===== src/rtl/mem_lsu.sv =====
// mem_lsu: M-stage load/store unit. Issues one word-aligned bus access per
// load/store instruction, stalls the front of the pipeline until the bus
// acknowledges, and owns the M-to-W pipeline registers.
module mem_lsu (
  input  logic        i_clk,
  input  logic        i_rst_n,
  // M-stage inputs
  input  logic [31:0] i_data_aluresM,
  input  logic [31:0] i_data_writeM,
  input  logic        i_con_memwriteM,
  input  logic        i_con_memtoregM,
  input  logic        i_con_regwriteM,
  input  logic [4:0]  i_addr_writeregM,
  // memory bus
  output logic        o_mem_req,
  output logic        o_mem_we,
  output logic [31:0] o_mem_addr,
  output logic [31:0] o_mem_wdata,
  input  logic        i_mem_ack,
  input  logic [31:0] i_mem_rdata,
  // pipeline control
  output logic        o_con_stall,
  // W-stage outputs
  output logic [31:0] o_data_aluresW,
  output logic [31:0] o_data_readW,
  output logic        o_con_memtoregW,
  output logic        o_con_regwriteW,
  output logic [4:0]  o_addr_writeregW
);

  typedef enum logic {IDLE = 1'b0, BUSY = 1'b1} state_e;

  state_e      state_q, state_d;
  logic        mem_req_q, mem_req_d;
  logic        mem_we_q, mem_we_d;
  logic [31:0] mem_addr_q, mem_addr_d;
  logic [31:0] mem_wdata_q, mem_wdata_d;
  logic [31:0] aluresw_q, aluresw_d;
  logic [31:0] readw_q, readw_d;
  logic        memtoregw_q, memtoregw_d;
  logic        regwritew_q, regwritew_d;
  logic [4:0]  writeregw_q, writeregw_d;

  logic access;
  logic stall;

  // A load wins over a store when both controls are set.
  assign access = i_con_memwriteM | i_con_memtoregM;

  // State register plus bus and W-stage registers; reset abandons any access.
  always_ff @(posedge i_clk or negedge i_rst_n) begin
    if (!i_rst_n) begin
      state_q     <= IDLE;
      mem_req_q   <= 1'b0;
      mem_we_q    <= 1'b0;
      mem_addr_q  <= '0;
      mem_wdata_q <= '0;
      aluresw_q   <= '0;
      readw_q     <= '0;
      memtoregw_q <= 1'b0;
      regwritew_q <= 1'b0;
      writeregw_q <= '0;
    end else begin
      state_q     <= state_d;
      mem_req_q   <= mem_req_d;
      mem_we_q    <= mem_we_d;
      mem_addr_q  <= mem_addr_d;
      mem_wdata_q <= mem_wdata_d;
      aluresw_q   <= aluresw_d;
      readw_q     <= readw_d;
      memtoregw_q <= memtoregw_d;
      regwritew_q <= regwritew_d;
      writeregw_q <= writeregw_d;
    end
  end

  // Next-state, bus request and W-stage update logic.
  always_comb begin
    state_d     = state_q;
    stall       = 1'b0;
    mem_req_d   = mem_req_q;
    mem_we_d    = mem_we_q;
    mem_addr_d  = mem_addr_q;
    mem_wdata_d = mem_wdata_q;
    readw_d     = readw_q;
    aluresw_d   = aluresw_q;
    writeregw_d = writeregw_q;
    memtoregw_d = memtoregw_q;
    regwritew_d = regwritew_q;

    case (state_q)
      IDLE: begin
        // i_mem_ack is deliberately ignored here.
        if (access) begin
          stall       = 1'b1;
          state_d     = BUSY;
          mem_req_d   = 1'b1;
          mem_we_d    = i_con_memwriteM & ~i_con_memtoregM;
          mem_addr_d  = {i_data_aluresM[31:2], 2'b00};
          mem_wdata_d = i_data_writeM;
        end
      end
      BUSY: begin
        if (i_mem_ack) begin
          state_d   = IDLE;
          mem_req_d = 1'b0;
          mem_we_d  = 1'b0;
          // The registered write-enable tells us whether this was a load.
          if (!mem_we_q) readw_d = i_mem_rdata;
        end else begin
          stall = 1'b1;
        end
      end
      default: state_d = IDLE;
    endcase

    // While stalled W receives a bubble; otherwise the M instruction advances.
    if (stall) begin
      regwritew_d = 1'b0;
      memtoregw_d = 1'b0;
    end else begin
      aluresw_d   = i_data_aluresM;
      writeregw_d = i_addr_writeregM;
      regwritew_d = i_con_regwriteM;
      memtoregw_d = i_con_memtoregM;
    end
  end

  // Stall is combinational and forced low while reset is held.
  assign o_con_stall      = stall & i_rst_n;
  assign o_mem_req        = mem_req_q;
  assign o_mem_we         = mem_we_q;
  assign o_mem_addr       = mem_addr_q;
  assign o_mem_wdata      = mem_wdata_q;
  assign o_data_aluresW   = aluresw_q;
  assign o_data_readW     = readw_q;
  assign o_con_memtoregW  = memtoregw_q;
  assign o_con_regwriteW  = regwritew_q;
  assign o_addr_writeregW = writeregw_q;

endmodule


===== config.mk =====
export PLATFORM = sky130hd
export DESIGN_NAME = mem_lsu
export DESIGN_NICKNAME = d
export VERILOG_FILES = /design/src/rtl/mem_lsu.sv
export SDC_FILE = /design/constraint.sdc
export NUM_CORES = 1
export LEC_CHECK = 0
export CAP_MARGIN = 20
export CORE_UTILIZATION = 45
export CTS_CLUSTER_SIZE = 14
export DETAILED_ROUTE_END_ITERATION = 12
export DONT_BUFFER_PORTS = 1
export HOLD_SLACK_MARGIN = 0.15
export PLACE_DENSITY = 0.62
export REMOVE_ABC_BUFFERS = 1
export SLEW_MARGIN = 10
export SYNTH_ARGS = -nofsm -noshare
export SYNTH_HDL_FRONTEND = slang
export SYNTH_SLANG_ARGS = --single-unit

===== constraint.sdc =====
create_clock -name i_clk -period 1.8 [get_ports i_clk]
set_input_delay 0.36 -clock i_clk [delete_from_list [all_inputs] [get_ports i_clk]]
set_output_delay 0.36 -clock i_clk [all_outputs]
set_load 0.05 [all_outputs]

==> flow_metrics.py, run 1 <==
metrics = {
    "die": {
        "initial_core_util": 0.4690,
        "placementRows": 39,
        "dieWidth_um": 111.8,
        "io_pins": 245,
        "die_y_um": 111.8,
    },
    "synthesis": {
        "yosysSeqAreaShare": 0.6275,
        "syn_area_per_cell_um2": 18.20,
        "synth.area.mux_share": 0.3135,
        "synth_seq_cells": 136,
        "synth-simple-area-share": 0.01084,
        "synth_top_family_by_area": "multiplexers",
        "post_synth_inst_count": 298,
        "synth_top_cell_area_share": 0.6275,
        "synth_compound_area_frac": 0.007382,
        "synth_xor_xnor_area_share": 0,
        "synth.area.top_cells": "dfrtp_1 63%, mux2_4 17%, mux2_2 15%",
        "synth_largest_area_cell": "dfrtp_1",
        "netlist-cell-type-count": 20,
        "syn_area_um2": 5424,
        "synth_fa_ha_area_frac": 0,
        "yosysWarnings": 0,
    },
    "outcome": {
        "outcome": "aborted with a tool error",
        "stop_stage": "clock tree synthesis",
        "stop_error": "[ERROR RSZ-0060] Max buffer count reached.",
    },
    "place": {
        "io_buffers": 0,
        "gp_congestion": 0.7075,
        "hpwl_um": 6674,
    },
    "clock_network": {
        "h-tree-depth": 4,
        "cts_buffers": 17,
        "cts_resized": 3,
        "root_buffer": "clkbuf_16",
        "cts.sinks": 136,
        "clockBufferDepth": 2,
        "post_cts_buffers": 2,
        "ctsHoldBuffers": 101,
    },
}
[metrics by stage]
stage | std cells | util | cell area, µm² | TNS [ns] | setup WS [ns]
floorplan | 282 | - | 5210 | -57.22 | -0.7424
global placement | 433 | 0.4761 | 5507 | 0 | 0.2608
detailed placement | 433 | 0.4761 | 5507 | 0 | 0.2247
[logic make-up after synthesis]
| logic type | Yosys count |
|---|---|
| buf+inv | 17 |
| compound gates | 4 |
| mux | 131 |
| other cells | 1 |
| simple gates | 9 |
| flops | 136 |
[cell usage after synthesis, drive strengths merged]
| master | count |
|---|---|
| conb | 1 |
| and2 | 1 |
| a21oi | 2 |
| nor3 | 2 |
| dfrtp | 136 |
| and3 | 1 |
| nand2b | 1 |
| o21bai | 1 |
| nor2b | 1 |
| o31ai | 1 |
| nor2 | 1 |
| nand3b | 2 |
| mux2 | 131 |
| buf | 17 |
==> run 2: changes to the inputs <==
--- a/config.mk
+++ b/config.mk
@@ -6,12 +6,10 @@
 export NUM_CORES = 1
 export LEC_CHECK = 0
 export CAP_MARGIN = 20
-export CORE_UTILIZATION = 45
-export CTS_CLUSTER_SIZE = 14
+export CORE_UTILIZATION = 30
 export DETAILED_ROUTE_END_ITERATION = 12
 export DONT_BUFFER_PORTS = 1
-export HOLD_SLACK_MARGIN = 0.15
-export PLACE_DENSITY = 0.62
+export PLACE_DENSITY_LB_ADDON = 0.15
 export REMOVE_ABC_BUFFERS = 1
 export SLEW_MARGIN = 10
 export SYNTH_ARGS = -nofsm -noshare
==> run 2 against run 1 <==
  * Synthesized area is the same
  * The flow now finishes, with violations (negative hold slack)
  * Synthesized cell count is the same
==> flow_metrics.py, run 2 <==
metrics = {
    "outcome": {
        "outcome": "finished, violations left",
        "failed_checks": "negative hold slack",
    },
    "setup_path": {
        "rrSetupSlack_ns": 0.25,
        "crit_chain": "nor3_4 > a21oi_4 > and2_4 > buf_12",
        "cp.required_ns": 1.44,
        "cp_slowest_cell": "dfrtp_2",
        "cpLargestDelayFamily": "flip-flops",
        "critPathMaxFanout": 5,
        "cp_slowest_stage_delay_ns": 0.46,
        "end_kind": "output port",
        "path_buf_inv": 1,
        "arrival_ns": 1.39,
        "criticalPathCategory": "flip-flop to output port",
        "startpoint_type": "flip-flop",
    },
    "clock_network": {
        "clockBufferDepth": 2,
        "root_buffer": "clkbuf_16",
        "cts_tree": "done",
        "h-tree-depth": 4,
        "clk_pin_slew_ns": 0.06,
        "cts_buffers": 17,
        "cts.sinks": 136,
        "clock_latency_ns": 0.41,
    },
    "cells_and_area": {
        "layout.nets": 419,
        "nFillCells": 1648,
        "final_cell_mix": "135 x dfrtp_1, 71 x mux2_2, 60 x mux2_4, 17 x clkbuf_16, 6 x buf_4",
        "drive_above_1_share": 0.5446,
        "layout_commonest_cell": "dfrtp_1",
        "syn2layout_area_growth_pct": 16.08,
        "num_antenna_cells": 0,
    },
    "place": {
        "gp_congestion": 0.6989,
        "io_buffers": 0,
        "hpwl_um": 7700,
    },
    "die": {
        "die_area_um2": 18620,
        "coreArea_um2": 17480,
        "placementRows": 48,
        "io_pins": 245,
        "die_y_um": 136.5,
        "initial_core_util": 0.3104,
        "dieWidth_um": 136.5,
    },
    "synthesis": {
        "synth_largest_area_cell": "dfrtp_1",
        "synth_seq_cells": 136,
        "yosysWarnings": 0,
        "synth.area.top_cells": "dfrtp_1 63%, mux2_4 17%, mux2_2 15%",
        "yosysSeqAreaShare": 0.6275,
        "synth_commonest_cells": "136 x dfrtp_1, 71 x mux2_2, 60 x mux2_4",
        "synth_most_common_cell": "dfrtp_1",
        "syn_area_um2": 5424,
        "synth_top_cell_area_share": 0.6275,
        "synth_flop_cell": "dfrtp_1",
        "ys_async_sr_fraction": 1.000,
        "synth_edf_count": 0,
        "post_synth_inst_count": 298,
        "netlist-cell-type-count": 20,
        "syn_area_per_cell_um2": 18.20,
    },
    "sta": {
        "hold_ws_ns": -0.3509,
        "slew-limit-headroom": 0.6356,
        "finalSetupViolCount": 0,
        "hold_violations": 136,
        "fmax_ghz": 0.5725,
        "drv_slew": 0,
        "worstMarginPinSlew_ns": 0.5466,
        "fin_tns_setup_ns": 0,
        "finalCritPeriodShare": 0.9704,
        "grt_setup_unrepaired": "true",
        "period_needed_ns": 1.747,
        "clock-skew-final_ns": 0.006538,
    },
    "grt": {
        "use_met3": 0.08166,
        "grtUsageMet1": 0.1255,
        "grt_pass1_wl_um": 16590,
        "overflow": 0,
        "grt_max_degree": 138,
        "first_global_vias": 2814,
        "use_met2": 0.2030,
        "gr-max-usage-layer": "met2",
        "grtUsageTotal": 0.1230,
        "antenna_found_initial": 0,
    },
    "worst_hold_path": {
        "hold_path_class": "input port to asynchronous set/reset pin",
    },
    "routing": {
        "remaining_drc_errors": 0,
        "drt_first_pass_iters": 3,
        "drtAntennaViolNets": 0,
        "vias": 2538,
        "wl_um": 11270,
        "post_drt_wl_per_cell_um": 20.50,
        "drt_iter0_drc": 66,
        "viasPerCell": 4.615,
    },
    "power_and_ir_drop": {
        "power.leakage_uw": 0.002844,
        "ir_drop_mv": 0.9558,
        "power_uw": 11400,
        "powerDensity_nw_per_um2": 1811,
    },
    "flow_run": {
        "cap_violations": 0,
    },
}
## run 2: cell counts after synthesis
No cell type changed its count.
## run 2: logic make-up (layout without fill, tap and decap cells)
| group | count (synthesis) | count (layout) | synth area share |
|---|---|---|---|
| flops | 136 | 136 | 0.6275 |
| mux | 131 | 131 | 0.3135 |
| buf+inv | 17 | 43 | 0.04014 |
| simple gates | 9 | 9 | 0.01084 |
| compound gates | 4 | 4 | 0.007382 |
| other cells | 1 | 2 | 0.0006914 |
## run 2: power breakdown
group	internal (µW)	switching, µW	total (µW)
Clock	2440	1310	3750
Sequential	3670	2840	6510
Combinational	801	344	1150
Total	6910	4500	11400
## run 2: final timing paths
path                            cells after the start             from          endpoint
worst max-delay path                                4          state_q       o_con_stall
max in group asynchronous                           0          i_rst_n           state_q
min in group i_clk                                  1  i_con_memtoregM          o_mem_we
worst min-delay path                                0          i_rst_n   o_mem_wdata[28]
worst min register to register                      2          state_q         o_mem_req
worst max register to register                      5          state_q  o_data_readW[13]
## run 2: repair_timing
| action | 4_1_cts | 5_1_grt |
|---|---|---|
| pin swaps | 1 | 0 |
| endpoints found under the setup margin | 1 | 1 |
| gates cloned | 0 | 0 |
| endpoints found under the hold margin | 136 | 136 |
| gates resized for setup | 3 | 0 |
| setup buffers | 2 | 1 |
## run 2: layer usage
layer	vias to the layer above	part of all wire
met3	5	0.14
met2	166	0.51
met4	0	0.0078
met1	1300	0.35
met5	-	0
li1	1067	-
## run 2: metrics by stage
stage | worst slack, ns | std cells | utilization | instance area, µm²
5_1_grt | -0.03445 | 550 | 0.3603 | 6296
4_1_cts | 0.02034 | 549 | 0.3598 | 6289
3_3_place_gp | 0.2438 | 515 | 0.3217 | 5622
6_report | 0.05323 | 550 | 0.3603 | 6296
3_5_place_dp | 0.1888 | 515 | 0.3217 | 5622
2_1_floorplan | -0.7424 | 282 | - | 5210
## run 2: layout make-up
| type | instances | area (µm²) | share of cell area |
|---|---|---|---|
| flip-flops and latches | 136 | 3405 | 0.5407 |
| clock inverters | 10 | 167.7 | 0.02663 |
| well taps | 225 | 281.5 | 0.04471 |
| clock buffers | 22 | 474.2 | 0.07532 |
| repair buffers | 11 | 145.1 | 0.02305 |
| multi-input cells | 146 | 1823 | 0.2895 |
Note: power is estimated with default switching activity, not from simulation.
